`src/rtl/pipe_stage_reg_if.sv`:
```
// Handshake bundle for one pipe_stage_reg boundary: upstream valid/ready/data in, downstream valid/ready/data out.
// The stage itself connects to the slave modport; the driving environment uses master.
interface pipe_stage_reg_if #(
  parameter int unsigned WIDTH = 32
);
  logic             in_valid_i;
  logic             in_ready_o;
  logic [WIDTH-1:0] in_data_i;
  logic             out_valid_o;
  logic             out_ready_i;
  logic [WIDTH-1:0] out_data_o;

  modport slave (
    input  in_valid_i, in_data_i, out_ready_i,
    output in_ready_o, out_valid_o, out_data_o
  );

  modport master (
    output in_valid_i, in_data_i, out_ready_i,
    input  in_ready_o, out_valid_o, out_data_o
  );
endinterface

```
`src/rtl/pipe_stage_reg.sv`:
```
// Inter-stage pipeline register with a 2-entry skid buffer, stall (hold) and flush (kill).
// Optional perf counters (stall/bubble cycles) are built when PIPE_STAGE_PERF_EN is defined.
// Handshake: a beat transfers on a posedge where valid and ready are both high; in_ready_o is a
// flop output (low only when the skid entry is occupied), and out_valid_o is gated by stall_i.
module pipe_stage_reg #(
  parameter int unsigned      WIDTH     = 32,
  parameter logic [WIDTH-1:0] RESET_VAL = '0,
  parameter int unsigned      CNT_W     = 32
) (
  input  logic             clk_i,
  input  logic             rst_i,
  pipe_stage_reg_if.slave  bus,
  input  logic             stall_i,
  input  logic             flush_i,
`ifdef PIPE_STAGE_PERF_EN
  output logic [CNT_W-1:0] stall_cnt_o,
  output logic [CNT_W-1:0] bubble_cnt_o,
`endif
  output logic [1:0]       state_o
);

  if (WIDTH < 1 || CNT_W < 1) begin : g_bad_param
    $error("pipe_stage_reg: WIDTH and CNT_W must be at least 1");
  end

  // Encoding is {main_valid, skid_valid}; (0,1) never occurs.
  typedef enum logic [1:0] {
    ST_EMPTY = 2'b00,
    ST_ONE   = 2'b10,
    ST_TWO   = 2'b11
  } state_t;

  state_t           r_state;
  state_t           w_state_next;
  logic [WIDTH-1:0] r_main;
  logic [WIDTH-1:0] r_skid;
  logic             w_in_fire;
  logic             w_out_fire;
  logic             w_main_from_in;
  logic             w_main_from_skid;
  logic             w_skid_from_in;

  assign w_in_fire  = bus.in_valid_i & bus.in_ready_o;
  assign w_out_fire = r_state[1] & bus.out_ready_i & ~stall_i;

  always_comb begin
    w_state_next     = r_state;
    w_main_from_in   = 1'b0;
    w_main_from_skid = 1'b0;
    w_skid_from_in   = 1'b0;
    case (r_state)
      ST_EMPTY: begin
        if (w_in_fire) begin
          w_state_next   = ST_ONE;
          w_main_from_in = 1'b1;
        end
      end
      ST_ONE: begin
        if (w_in_fire && w_out_fire) begin
          w_main_from_in = 1'b1;
        end else if (w_in_fire) begin
          w_state_next   = ST_TWO;
          w_skid_from_in = 1'b1;
        end else if (w_out_fire) begin
          w_state_next = ST_EMPTY;
        end
      end
      ST_TWO: begin
        if (w_out_fire) begin
          w_state_next     = ST_ONE;
          w_main_from_skid = 1'b1;
        end
      end
      default: w_state_next = ST_EMPTY;
    endcase
  end

  // Flush discards both entries and any payload accepted in the same cycle.
  always_ff @(posedge clk_i) begin
    if (rst_i || flush_i) begin
      r_state <= ST_EMPTY;
      r_main  <= RESET_VAL;
      r_skid  <= RESET_VAL;
    end else begin
      r_state <= w_state_next;
      if (w_main_from_in) begin
        r_main <= bus.in_data_i;
      end else if (w_main_from_skid) begin
        r_main <= r_skid;
      end
      if (w_skid_from_in) begin
        r_skid <= bus.in_data_i;
      end
    end
  end

  assign bus.in_ready_o  = ~r_state[0];
  assign bus.out_valid_o = r_state[1] & ~stall_i;
  assign bus.out_data_o  = r_main;
  assign state_o         = r_state;

`ifdef PIPE_STAGE_PERF_EN
  localparam logic [CNT_W-1:0] CNT_ONE = {{(CNT_W-1){1'b0}}, 1'b1};

  logic [CNT_W-1:0] r_stall_cnt;
  logic [CNT_W-1:0] r_bubble_cnt;

  // Counters saturate and survive flush; only reset clears them.
  always_ff @(posedge clk_i) begin
    if (rst_i) begin
      r_stall_cnt  <= '0;
      r_bubble_cnt <= '0;
    end else begin
      if (r_state[1] && (stall_i || !bus.out_ready_i) && (r_stall_cnt != '1)) begin
        r_stall_cnt <= r_stall_cnt + CNT_ONE;
      end
      if (!r_state[1] && (r_bubble_cnt != '1)) begin
        r_bubble_cnt <= r_bubble_cnt + CNT_ONE;
      end
    end
  end

  assign stall_cnt_o  = r_stall_cnt;
  assign bubble_cnt_o = r_bubble_cnt;
`endif

endmodule

```
`src/flat_wrapper.sv`:
```
// flat-port wrapper written by rule: the top's interface ports become plain ports
module pipe_stage_reg_flat 
#(
  parameter int unsigned      WIDTH     = 32,
  parameter logic [WIDTH-1:0] RESET_VAL = '0,
  parameter int unsigned      CNT_W     = 32
)
  (clk_i, rst_i, stall_i, flush_i, state_o, bus_in_valid_i, bus_in_data_i, bus_out_ready_i, bus_in_ready_o, bus_out_valid_o, bus_out_data_o);
  pipe_stage_reg_if #(.WIDTH(WIDTH)) bus_i ();
  input  logic clk_i;
  input  logic rst_i;
  input  logic stall_i;
  input  logic flush_i;
  output logic [1:0] state_o;
  input wire logic [$bits(bus_i.in_valid_i)-1:0] bus_in_valid_i;
  input wire logic [$bits(bus_i.in_data_i)-1:0] bus_in_data_i;
  input wire logic [$bits(bus_i.out_ready_i)-1:0] bus_out_ready_i;
  output wire logic [$bits(bus_i.in_ready_o)-1:0] bus_in_ready_o;
  output wire logic [$bits(bus_i.out_valid_o)-1:0] bus_out_valid_o;
  output wire logic [$bits(bus_i.out_data_o)-1:0] bus_out_data_o;
  assign bus_i.in_valid_i = bus_in_valid_i;
  assign bus_i.in_data_i = bus_in_data_i;
  assign bus_i.out_ready_i = bus_out_ready_i;
  assign bus_in_ready_o = bus_i.in_ready_o;
  assign bus_out_valid_o = bus_i.out_valid_o;
  assign bus_out_data_o = bus_i.out_data_o;
  pipe_stage_reg #(.WIDTH(WIDTH), .RESET_VAL(RESET_VAL), .CNT_W(CNT_W)) u_core (.clk_i(clk_i), .rst_i(rst_i), .bus(bus_i), .stall_i(stall_i), .flush_i(flush_i), .state_o(state_o));
endmodule
```
`config.mk`:
```
export PLATFORM = sky130hd
export DESIGN_NAME = pipe_stage_reg_flat
export DESIGN_NICKNAME = d
export VERILOG_FILES = /design/src/rtl/pipe_stage_reg_if.sv /design/src/rtl/pipe_stage_reg.sv /design/src/flat_wrapper.sv
export SDC_FILE = /design/constraint.sdc
export NUM_CORES = 1
export LEC_CHECK = 0
export CORE_UTILIZATION = 39
export DETAILED_ROUTE_END_ITERATION = 6
export PLACE_DENSITY = 0.78
export SETUP_SLACK_MARGIN = 0.02
export SYNTH_ARGS = -nofsm -noshare
export SYNTH_HDL_FRONTEND = slang
export SYNTH_SLANG_ARGS = --single-unit
```
`constraint.sdc`:
```
create_clock -name clk_i -period 1.5 [get_ports clk_i]
set_clock_uncertainty 0.1 [all_clocks]
set_input_delay 0.3 -clock clk_i [delete_from_list [all_inputs] [get_ports clk_i]]
set_output_delay 0.3 -clock clk_i [all_outputs]
set_load 0.02 [all_outputs]
```
==> impl_metrics.json <==
{
  "run_status": "finished, violations left",
  "violations": "setup timing",
  "ys_async_sr_fraction_pct": 0,
  "max_freq_ghz": 0.608,
  "hold_path_class": "register to register",
  "ys.flop_type": "dfxtp_1",
  "syn_nets": 350,
  "drtIter0Drc": 157,
  "htree_levels": 3,
  "startpoint_type": "register",
  "numPlacedInstances": 457,
  "powerDensity_nw_per_um2": 904,
  "min_to": "u_core.r_skid[7]",
  "synth_area_per_cell_um2": 8.74,
  "grt_usage_pct": 22.3,
  "grt_pass1_wl_um": 12200,
  "fp-row-count": 29,
  "cts_buffer_depth": 2,
  "dieArea_um2": 7240,
  "grt_start_max_net_pins": 26,
  "route.detailed.drc": 0,
  "synth-seq-cells": 66,
  "netlist_instances": 308,
  "crit_chain": "inv_6, ha_4, and4b_1, o21ai_4, buf_12, buf_12, clkbuf_16, a21oi_1",
  "worstPathArrival_ns": 1.78,
  "cts.clk_slew.worst_paths_ns": 0.07,
  "hold_viol": 0,
  "fp.dieH_um": 85.1,
  "hold_start": "u_core.r_skid[7]",
  "num-nets-final": 451,
  "ff2ff_path_depth": 8,
  "ys_seq_area_share_pct": 49.1,
  "gp_congestion": 0.786,
  "dp_hpwl_um": 4210,
  "pin_count": 74,
  "r2r_slack_ns": -0.14,
  "critPathLaunch": "u_core.state_o[0]",
  "rsz0062_at_grt": "yes",
  "syn_area_um2": 2690,
  "hold_buffers": 0,
  "clk_latency_ns": 0.34,
  "initial_core_util_pct": 41.5,
  "reg2reg_from": "u_core.state_o[0]",
  "synth_edf_count": 0,
  "hold_ws_ns": 0.361,
  "maxSlewViolCount": 0,
  "antenna_found_initial": 0,
  "core_um2": 6490,
  "layout_min_cycle_time_ns": 1.64,
  "clock-sinks": 66,
  "tns_ns": -4.52,
  "area_delta_synth_final_pct": 71.7,
  "tritoncts": "done",
  "root_buffer": "clkbuf_8",
  "reg2reg_to": "u_core.bus.out_data_o[9]",
  "ant_nets": 0,
  "die_w_um": 85.1,
  "cts_buffers": 9,
  "wirelength_um": 8380,
  "final_cells": 491,
  "cpLargestDelayFamily": "buffers and inverters",
  "crit_required_ns": 1.63,
  "avgRoutedWirePerCell_um": 17.1,
  "cp_max_fo": 6,
  "cp-end-kind": "register",
  "synth.distinct_cells": 26,
  "layout_setup_ws_ns": -0.143,
  "ys_warn_count": 0,
  "via_per_inst": 5.40,
  "max_slew_margin_pct": 72.9,
  "worstHoldPathCells": 2,
  "critPathMaxStageDelay_ns": 0.39,
  "worstSetupPathType": "register to register",
  "drive_gt1_share_pct": 37.2,
  "setup_viol": 66,
  "antenna_cells": 0,
  "cp_slowest_cell": "dfxtp_4",
  "portBuffers": 73,
  "ir_worst_vdd_v": 0.000574,
  "dr.pass1.iters": 4,
  "power.leakage_nw": 2.07,
  "first_global_vias": 2520,
  "worstMarginPinSlew_ns": 0.406,
  "overflow": 0,
  "fin_crit_sh_pct": 110,
  "critPathBufInv": 4,
  "num_vias": 2650,
  "maxCapViolations": 0,
  "place_ws_ns": -0.457,
  "crit_top_cell": "buf_12"
}
-- how the worst max path moves through the flow --
stage	to	slack (ns)	depth (start not counted)
floorplan	u_core.bus.out_data_o[10]	-0.11	7
global placement	bus_out_valid_o	-0.45	3
detailed placement	bus_out_valid_o	-0.46	3
CTS	u_core.bus.out_data_o[30]	-0.14	8
global route	u_core.bus.out_data_o[9]	-0.19	8
finish	u_core.bus.out_data_o[9]	-0.14	8
-- kinds of logic (layout without fill, tap and decap cells) --
| logic type | after synthesis | after routing | share of synthesized area, % |
|---|---|---|---|
| AO/OA/AOI/OAI | 99 | 99 | 19.1 |
| XOR/XNOR | 1 | 1 | 0.325 |
| adder cells (fa/ha/maj) | 4 | 4 | 1.86 |
| buffers and inverters | 26 | 132 | 4.83 |
| flip-flops | 66 | 66 | 49.1 |
| multiplexers | 34 | 34 | 12.6 |
| AND/OR/NAND/NOR | 78 | 78 | 12.1 |
-- layout make-up --
cell class	count	area, um^2
clock buffer	10	138
clock inverter	6	65.1
fill	472	1870
inverter	2	12.5
multi-input combinational	216	1680
sequential	66	1330
tap	77	96.3
timing repair buffer	114	1300
-- stage by stage --
step	cell area, um^2	util, %	power [mW]
after global placement	3680	56.7	2.42
after CTS	4320	66.6	4.08
final	4620	71.2	4.18
after global routing	4620	71.2	4.34
after detailed placement	3680	56.7	2.43
after floorplan	2770	-	2.15
-- layout by cell type (no fill, tap or decap), drive strengths merged, types with 2 or more instances in the layout --
master,n
a21oi,64
buf,42
clkbuf,12
clkdlybuf4s15,2
clkdlybuf4s50,36
clkinv,2
clkinvlp,2
dfxtp,66
dlygate4sd2,32
ha,4
inv,3
mux2i,34
nand2,67
nand3,2
nor2b,2
o21ai,33
-- metal layers --
metal | vias up | wire (um) | global-route usage (%)
li1 | 1265 | - | -
met1 | 1278 | 3650 | 26.8
met2 | 88 | 4100 | 37.2
met3 | 19 | 431 | 5.64
met4 | 0 | 184 | 10.9
met5 | - | 0 | 0
-- repair_timing --
action                     in CTS  in global routing
pin swaps                      17                 34
setup endpoints to repair     102                 70
buffers inserted                9                  2
resized for setup             103                 90
cloned                          9                  1
-- worst min-delay path: stages (launching register included) --
cell	delay [ns]
dfxtp_1	0.31
nand2_1	0.05
a21oi_1	0.05
-- power breakdown --
group | switching [mW] | internal (mW) | total [mW]
registers | 0.0330 | 1.80 | 1.84
clock network | 0.718 | 0.813 | 1.53
logic | 0.406 | 0.402 | 0.808
total | 1.16 | 3.02 | 4.18
-- flip-flops by register name, summed over array words and instances, names as in the netlist --
signal,cells
u_core.state_o,2
u_core.bus.out_data_o,32
u_core.r_skid,32
-- cell usage after synthesis (2+ instances only) --
library cell	n	area (um^2)
buf_4	6	45.0
nor2b_1	2	12.5
mux2i_1	34	340
ha_1	4	50.1
dfxtp_1	66	1320
nand2_1	67	251
buf_2	8	40.0
a21oi_1	64	320
clkbuf_1	9	33.8
o21ai_0	4	20.0
o21ai_1	28	140
inv_1	2	7.51
Power figures use the tool's default switching activity.
==> RTL change (config.mk and constraints unchanged) <==
`WIDTH` is set to 32 in 3 places; all go to 24.
--- a/src/rtl/pipe_stage_reg_if.sv
+++ b/src/rtl/pipe_stage_reg_if.sv
@@ -3,3 +3,3 @@
 interface pipe_stage_reg_if #(
-  parameter int unsigned WIDTH = 32
+  parameter int unsigned WIDTH = 24
 );
--- a/src/rtl/pipe_stage_reg.sv
+++ b/src/rtl/pipe_stage_reg.sv
@@ -5,3 +5,3 @@
 module pipe_stage_reg #(
-  parameter int unsigned      WIDTH     = 32,
+  parameter int unsigned      WIDTH     = 24,
   parameter logic [WIDTH-1:0] RESET_VAL = '0,
--- a/src/flat_wrapper.sv
+++ b/src/flat_wrapper.sv
@@ -3,3 +3,3 @@
 #(
-  parameter int unsigned      WIDTH     = 32,
+  parameter int unsigned      WIDTH     = 24,
   parameter logic [WIDTH-1:0] RESET_VAL = '0,
Interface: changed (resized bus_in_data_i and bus_out_data_o); port bits go from 74 to 58. No check against the original RTL was run, so the function may have changed too.
==> RTL change against the original RTL <==
The flow still finishes with violations (negative setup slack). Clock power shrank 45%. Sequential share of layout area grew 0.76 points. Combinational power shrank 33%. Final area shrank 26%. Via count shrank 25%. Sequential cell count shrank 16. Wire length shrank 28%. Setup slack gained 47 ps. Synthesized area shrank 22%. Total power shrank 34%. Critical endpoint is now u_core.bus.out_data_o[16]. Largest power group unchanged.
==> RTL change: results (changes against the original RTL) <==
| Metric | Value |
|---|---|
| Outcome | finished, violations left |
| Violations in the final reports | negative setup slack |
| Largest voltage drop on the vdd net | 0.4925 mV (-14%) |
| Finish-stage setup viols | 36 (-45%) |
| XOR/XNOR Fraction of Synth Area | 0.4192% (+0.094 points) |
| Multiplexer share of the synthesized area | 12.46% (-0.18 points) |
| Sequential fraction of the synthesis area | 47.90% (-1.2 points) |
| Worst hold slack across all endpoints | 358.5 ps (-2.158 ps) |
| Detailed-route via count | 1999 (-25%) |
| Detailed placer's ending HPWL | 3267 um (-22%) |
| WL per Instance | 15.44 um (-9.5%) |
| Hold endpoint | u_core.r_skid[17] |
| Capturing instance or port of the critical path | u_core.bus.out_data_o[16] |
| Count of mapped cells out of synthesis | 237 (-23%) |
| Fraction of final layout cells with drive strength greater than 1 | 30.63% (-6.6 points) |
| CP arrival | 1740 ps (-40 ps) |
| Largest fanout on the critical path | 8 (+2) |
| Post-CTS setup buffers | 12 (+3) |
| Worst Setup Slack, final | -96.48 ps (+46.95 ps) |
| Most frequent cells after synthesis | 51 x sky130_fd_sc_hd__nand2_1, 50 x sky130_fd_sc_hd__dfxtp_1, 48 x sky130_fd_sc_hd__a21oi_1 |
| Total GRT Usage | 21.84% (-0.46 points) |
| Synth unique cells | 27 (+3.8%) |
| TritonCTS buffer count | 5 (-4) |
| Count of input and output buffers | 57 (-22%) |
| Setup TNS | -1799 ps (+2719 ps) |
| Reg clk slew, reported paths | 90 ps (+20 ps) |
| Global-route wire length before repair | 9059 um (-26%) |
| Post-Place Setup Slack | -424.6 ps (+32.23 ps) |
| Cell count after placement | 367 (-20%) |
| Routability cong. | 0.7833 (-0.33%) |
| Seq pwr | 1.39 mW (-24%) |
| Internal power summed over all cells | 2.014 mW (-33%) |
| Number of filler instances in the final layout | 422 (-11%) |
| Resized cells post-CTS | 64 (-38%) |
[RTL change: cell count changes in the layout (fill, tap and decap cells not counted), sizes merged, moves of 5 or more]
cell	before	now
a21oi	64	48
dfxtp	66	50
nand2	67	51
clkdlybuf4s50	36	28
mux2i	34	26
o21ai	33	25
dlygate4sd2	32	25
buf	42	37
clkbuf	12	7
[RTL change: layer usage]
layer	GRT usage (%)	wire length, um	share of wire, %	vias up
met5	0	0	0	-
met4	7.819	155	2.6	0
met3	4.819	187	3.1	14
met2	39.34	3183	53	40
met1	25.47	2495	41	958
li1	-	-	-	987
[RTL change: layout make-up]
class / count / area, sq um / area share (%)
Multi-Input combinational cell: 168 / 1191 / 34.86
Clock inverter: 2 / 12.51 / 0.3662
Tap cell: 70 / 87.58 / 2.563
Clock buffer: 6 / 82.58 / 2.417
Inverter: 2 / 12.51 / 0.3662
Sequential cell: 50 / 1008 / 29.51
Timing Repair Buffer: 92 / 1022 / 29.92
